## config.mk

```make
export PLATFORM = sky130hd
export DESIGN_NAME = hazard_scoreboard
export DESIGN_NICKNAME = d
export VERILOG_FILES = /design/src/rtl/hazard_pkg.sv /design/src/rtl/hazard_md_counter.sv /design/src/rtl/hazard_scoreboard.sv
export SDC_FILE = /design/constraint.sdc
export NUM_CORES = 1
export LEC_CHECK = 0
export ABC_AREA = 0
export ABC_CLOCK_PERIOD_IN_PS = 4700
export CORE_UTILIZATION = 40
export DETAILED_ROUTE_END_ITERATION = 10
export PLACE_DENSITY = 0.67
export SYNTH_ARGS = -nofsm -noshare
export SYNTH_HDL_FRONTEND = slang
export SYNTH_HIERARCHICAL = 1
export SYNTH_SLANG_ARGS = --single-unit
```

## constraint.sdc

```tcl
create_clock -name clk -period 4.7 [get_ports clk]
set_input_delay 0.47 -clock clk [delete_from_list [all_inputs] [get_ports clk]]
set_output_delay 0.47 -clock clk [all_outputs]
set_load 0.05 [all_outputs]
```

## src/rtl/hazard_pkg.sv

```systemverilog
// Shared constants, stage indices and helpers for the Tuse/Tnew hazard unit.
package hazard_pkg;

  localparam int unsigned REG_AW = 5;
  localparam int unsigned T_W    = 3;
  localparam int unsigned SEL_W  = 2;

  // A Tuse of all-ones marks an operand the instruction does not read.
  localparam logic [T_W-1:0] TUSE_NONE = '1;

  localparam int unsigned STG_E = 1;
  localparam int unsigned STG_M = 2;
  localparam int unsigned STG_W = 3;

  typedef struct packed {
    logic [REG_AW-1:0] dst;
    logic [T_W-1:0]    tnew;
  } sb_entry_t;

  function automatic logic [T_W-1:0] sat_dec(input logic [T_W-1:0] t);
    return (t == '0) ? '0 : t - T_W'(1);
  endfunction

endpackage

```

## src/rtl/hazard_md_counter.sv

```systemverilog
// HI/LO busy tracker: remembers an MDU start sitting in E, then counts the unit's latency down.
module hazard_md_counter #(
  parameter int unsigned MUL_LAT = 5,
  parameter int unsigned DIV_LAT = 10
) (
  input  logic clk,
  input  logic reset,
  input  logic start,
  input  logic div,
  output logic busy,
  output logic start_e
);

  localparam int unsigned MAX_LAT = (DIV_LAT > MUL_LAT) ? DIV_LAT : MUL_LAT;
  localparam int unsigned CNT_W   = $clog2(MAX_LAT + 1);

  logic [CNT_W-1:0] count;
  logic             div_e;

  // The latency count starts as the accepted start leaves E; start_e covers the cycle before.
  always_ff @(posedge clk) begin
    if (reset) begin
      start_e <= 1'b0;
      div_e   <= 1'b0;
      count   <= '0;
    end else begin
      start_e <= start;
      div_e   <= start & div;
      if (start_e) begin
        count <= div_e ? CNT_W'(DIV_LAT) : CNT_W'(MUL_LAT);
      end else if (count != '0) begin
        count <= count - CNT_W'(1);
      end
    end
  end

  assign busy = (count != '0);

endmodule

```

## src/rtl/hazard_scoreboard.sv

```systemverilog
// Tuse/Tnew hazard unit: shift scoreboard of in-flight writers, D-stage stall and forward selects.
// Defining MDU_BUSY_EN adds HI/LO busy tracking for mult/div; otherwise the md ports are ignored.
module hazard_scoreboard #(
  parameter int unsigned NUM_STAGES = 3,
  parameter int unsigned REG_AW     = 5,
  parameter int unsigned T_W        = 3,
  parameter int unsigned MUL_LAT    = 5,
  parameter int unsigned DIV_LAT    = 10
) (
  input  logic              clk,
  input  logic              reset,
  input  logic              d_valid,
  input  logic [REG_AW-1:0] d_rs,
  input  logic [REG_AW-1:0] d_rt,
  input  logic [T_W-1:0]    d_rs_use,
  input  logic [T_W-1:0]    d_rt_use,
  input  logic [REG_AW-1:0] d_dst,
  input  logic [T_W-1:0]    d_tnew,
  input  logic              d_md_start,
  input  logic              d_md_div,
  input  logic              d_md_use,
  output logic              stall,
  output logic [1:0]        fwd_rs_sel,
  output logic [1:0]        fwd_rt_sel,
  output logic              md_busy
);

  import hazard_pkg::*;

  logic [REG_AW-1:0] sb_dst  [1:NUM_STAGES];
  logic [T_W-1:0]    sb_tnew [1:NUM_STAGES];

  logic [NUM_STAGES:1] hit_rs;
  logic [NUM_STAGES:1] hit_rt;

  logic             rs_hit;
  logic             rt_hit;
  logic [SEL_W-1:0] rs_stage;
  logic [SEL_W-1:0] rt_stage;
  logic [T_W-1:0]   rs_tnew;
  logic [T_W-1:0]   rt_tnew;
  logic             hazard_rs;
  logic             hazard_rt;
  logic             md_hz;
  logic             accept;

  assign accept = d_valid & ~stall;

  // Scoreboard shift: a stalled D cycle pushes a bubble into E.
  always_ff @(posedge clk) begin
    if (reset) begin
      for (int k = 1; k <= NUM_STAGES; k++) begin
        sb_dst[k]  <= '0;
        sb_tnew[k] <= '0;
      end
    end else begin
      if (accept) begin
        sb_dst[STG_E]  <= d_dst;
        sb_tnew[STG_E] <= d_tnew;
      end else begin
        sb_dst[STG_E]  <= '0;
        sb_tnew[STG_E] <= '0;
      end
      for (int k = STG_E + 1; k <= NUM_STAGES; k++) begin
        sb_dst[k]  <= sb_dst[k-1];
        sb_tnew[k] <= sat_dec(sb_tnew[k-1]);
      end
    end
  end

  // Per-stage operand match; register 0 and unused operands never match.
  for (genvar k = 1; k <= NUM_STAGES; k++) begin : g_match
    assign hit_rs[k] = (sb_dst[k] == d_rs) && (d_rs != '0) && (d_rs_use != TUSE_NONE);
    assign hit_rt[k] = (sb_dst[k] == d_rt) && (d_rt != '0) && (d_rt_use != TUSE_NONE);
  end

  // Walk oldest to youngest so the youngest match overwrites older ones.
  always_comb begin
    rs_hit   = 1'b0;
    rt_hit   = 1'b0;
    rs_stage = '0;
    rt_stage = '0;
    rs_tnew  = '0;
    rt_tnew  = '0;
    for (int k = NUM_STAGES; k >= 1; k--) begin
      if (hit_rs[k]) begin
        rs_hit   = 1'b1;
        rs_stage = SEL_W'(k);
        rs_tnew  = sb_tnew[k];
      end
      if (hit_rt[k]) begin
        rt_hit   = 1'b1;
        rt_stage = SEL_W'(k);
        rt_tnew  = sb_tnew[k];
      end
    end
  end

  assign hazard_rs = rs_hit && (rs_tnew > d_rs_use);
  assign hazard_rt = rt_hit && (rt_tnew > d_rt_use);

  assign stall = d_valid & (hazard_rs | hazard_rt | md_hz);

  assign fwd_rs_sel = (rs_hit && (rs_tnew == '0) && !stall) ? rs_stage : '0;
  assign fwd_rt_sel = (rt_hit && (rt_tnew == '0) && !stall) ? rt_stage : '0;

`ifdef MDU_BUSY_EN
  logic md_start_e;

  hazard_md_counter #(
    .MUL_LAT (MUL_LAT),
    .DIV_LAT (DIV_LAT)
  ) u_md_counter (
    .clk     (clk),
    .reset   (reset),
    .start   (accept & d_md_start),
    .div     (d_md_div),
    .busy    (md_busy),
    .start_e (md_start_e)
  );

  assign md_hz = d_md_use & (md_busy | md_start_e);
`else
  logic md_unused;

  assign md_unused = ^{d_md_start, d_md_div, d_md_use, 32'(MUL_LAT), 32'(DIV_LAT)};
  assign md_busy   = 1'b0;
  assign md_hz     = 1'b0;
`endif

endmodule
```

==> qor.csv <==
stage,metric,value,unit
status,status,completed,
critical_path,CP max stage cell,or4_4,
route,drt pass-1 iters,4,
sta,Final Hold Viols,0,
cells_and_area,fin cells,294,
power_and_ir_drop,Max IR drop VDD,0.000148,V
clocking,CTS tree,built,
critical_path,R2R setup slack,1.53,ns
synthesis,top-area cell type share of the netlist area,0.183,
route,Vias/cell,5.20,
placement,"worst slack, placed",0.153,ns
power_and_ir_drop,power per cell area,228,nW/um2
synthesis,Gate Count Post-Synth,197,
route,post-route ant nets,0,
placement,dpl hpwl,3130,um
cells_and_area,fin nets,285,
die,Die Wd,68.2,um
global_routing,first-pass GRT wire length,6270,um
synthesis,ys async rst share,0,
synthesis,Synth Flop Type,dfxtp_1,
critical_path,Crit path buffers/inverters,3,
synthesis,synth unique cells,45,
clocking,CTS Buf Count,3,
clocking,Clock Pin Slew Worst Setup and Hold Paths,0.08,ns
synthesis,most instantiated cells after synthesis,"nor2_1, xnor2_1, dfxtp_1",
die,Chip Height,68.2,um
critical_path,CP Cell Sequence,"clkdlybuf4s50_1, or4_4, o21ai_4, o21ba_4, a311oi_1, nor2_1, ha_1, nor2b_1, o21a_1, o21ai_0, a311oi_4, o21ai_1, inv_2, nor4b_2, buf_12",
route,metal2 WL,1770,um
critical_path,peak per-stage delay on the critical path,0.55,ns
sta,Final Setup Violations,0,
clocking,Sink Count,24,
critical_path,cells on worst reg2reg path,12,
sta,fin crit share,0.964,
sta,setup TNS,0,ns
placement,number of port buffers,31,
critical_path,CP Capture Type,primary output,
critical_path,CP Launch Type,input port,
synthesis,number of synthesized flops with an enable pin,8,
clocking,post-CTS setup buffer count,0,
critical_path,WP data required,4.23,ns
clocking,hold_buf cts,0,
sta,slew margin rel.,0.577,
critical_path,RR Endpoint,sb_tnew[0][0]$_SDFFCE_PP0P_,
cells_and_area,"Non-Filler Cell Area, Final",2330,um2
clocking,Root Buffer,clkbuf_8,
route,wire per inst,12.7,um
cells_and_area,Fillers,385,
die,row count,23,
die,IO Pins,36,
hold_path,Hold Crit Depth,1,
sta,Final Max Tran Viols,0,
critical_path,CP Depth,15,
die,Core Area,4120,um2
synthesis,"Cell Area, Synth",1750,um2
die,Initial Util,0.426,
route,DRC,0,
sta,Peak Freq,221,MHz
cells_and_area,antenna cells,0,
sta,Tightest Pin Transition,0.633,ns
global_routing,largest net degree at the start of global routing,16,
route,uppermost routed layer,met4,
clocking,"Clk Latency, worst-skew pair",0.26,ns
placement,gpl congestion,0.864,
hold_path,hold path startpoint,sb_tnew[0][3]$_SDFF_PP0_,
synthesis,"FF+latch count, synth",24,
critical_path,CP max FO,5,
synthesis,total number of yosys warnings,6,
synthesis,top post-synthesis cells by area,"dfxtp_1, edfxtp_1, xnor2_1",
critical_path,CP arrival,4.06,ns
sta,skew final,0.00409,ns
clocking,CTS H-tree lvls,1,
sta,Tmin final,4.53,ns
global_routing,initial antenna violation count,0,
hold_path,hold-critical path endpoint,sb_tnew[0][6]$_SDFF_PP0_,
critical_path,Top delay family on crit path,compound AO/OA/AOI/OAI gates,
clocking,clk buf depth,2,
cells_and_area,layout cells sized above 1,0.131,
synthesis,top-count cell post-synth,nor2_1,
run,Max Cap Violations,0,
sta,RSZ-0062 raised after global routing,no,
hold_path,hold crit path type,flip-flop to flip-flop,
cells_and_area,synth-to-layout area growth,33.3,%
route,vias,1529,
route,M1 WL,1740,um
die,Die ar.,4650,um2
placement,Placed Cells,290,
sta,Final Worst Setup Slack,0.171,ns
global_routing,"Remaining Overflow, GRT",0,
global_routing,vias in the first global route,1433,
critical_path,Setup CP Type,input port to primary output,
clocking,Resized cells post-CTS,0,
route,met3 wire len,182,um
global_routing,GRT Util Overall,0.183,
synthesis,post-synthesis sequential area ratio,0.320,
power_and_ir_drop,Static Leakage,0.923,nW
sta,Hold WS,0.488,ns
critical_path,r2r startpoint,sb_dst[0][6]$_SDFF_PP0_,
synthesis,Syn Area/Cell,8.89,um2
route,Routed WL,3730,um
placement,Area after DPL,2250,um2
synthesis,Yosys top cell by area,dfxtp_1,
route,DR iter-0 viols,86,
[cell families (layout without fill, tap and decap cells)]
group / after synthesis / count (layout) / share of synthesized area
multiplexers: 3 / 3 / 0.0171
XOR/XNOR: 30 / 30 / 0.150
adder cells (fa/ha/maj): 10 / 10 / 0.0714
AND/OR/NAND/NOR: 84 / 84 / 0.268
other: 2 / 9 / 0.00429
flip-flops: 24 / 24 / 0.320
AO/OA/AOI/OAI: 29 / 29 / 0.131
buffers and inverters: 15 / 55 / 0.0386
[metrics by stage]
stage	utilization	power, mW
floorplan	-	0.307
global placement	0.548	0.353
detailed placement	0.548	0.355
CTS	0.565	0.535
global route	0.567	0.563
finish	0.567	0.532
[sequential cells by signal, summed over array words and instances (netlist names)]
name     count
sb_dst      15
sb_tnew      9
[power breakdown]
part           total, mW  switching, mW  internal (mW)
registers          0.237         0.0119          0.225
clock network      0.180         0.0667          0.114
logic              0.114         0.0540         0.0604
total              0.532          0.133          0.399
[layout make-up]
class / count / area [um2] / area share
inverters: 11 / 41.3 / 0.0177
well taps: 50 / 62.6 / 0.0268
repair buffers: 40 / 428 / 0.183
clock inverters: 1 / 30.0 / 0.0129
multi-input cells: 165 / 1170 / 0.502
clock buffers: 3 / 41.3 / 0.0177
flip-flops and latches: 24 / 561 / 0.240
[cell usage in the layout, fill, tap and decap left out, drive strengths merged, types with 5 or more instances in the layout]
cell,count
nor3,8
clkdlybuf4s50,26
nand2,8
xnor2,19
xor2,11
nand3,11
a21oi,5
nor2b,12
o21ai,6
ha,10
nor4,5
inv,11
nor2,20
dfxtp,16
conb,9
buf,14
and2,8
edfxtp,8
[worst max-delay path by stage]
stage	to	slack, ns	startpoint
detailed placement	fwd_rs_sel[0]	0.15	d_rs[1]
finish	fwd_rs_sel[0]	0.17	d_rs[1]
global placement	fwd_rs_sel[0]	0.16	d_rs[1]
floorplan	fwd_rs_sel[1]	0.02	d_rs[1]
CTS	fwd_rs_sel[0]	0.14	d_rs[1]
global route	fwd_rs_sel[0]	0.03	d_rs[1]
[per-layer routing]
metal | up-vias | GRT usage
met3 | 4 | 0.0250
met1 | 717 | 0.244
met4 | 0 | 0.0573
met2 | 34 | 0.301
li1 | 774 | -
met5 | - | 0
Note: power is estimated with default switching activity, not from simulation.
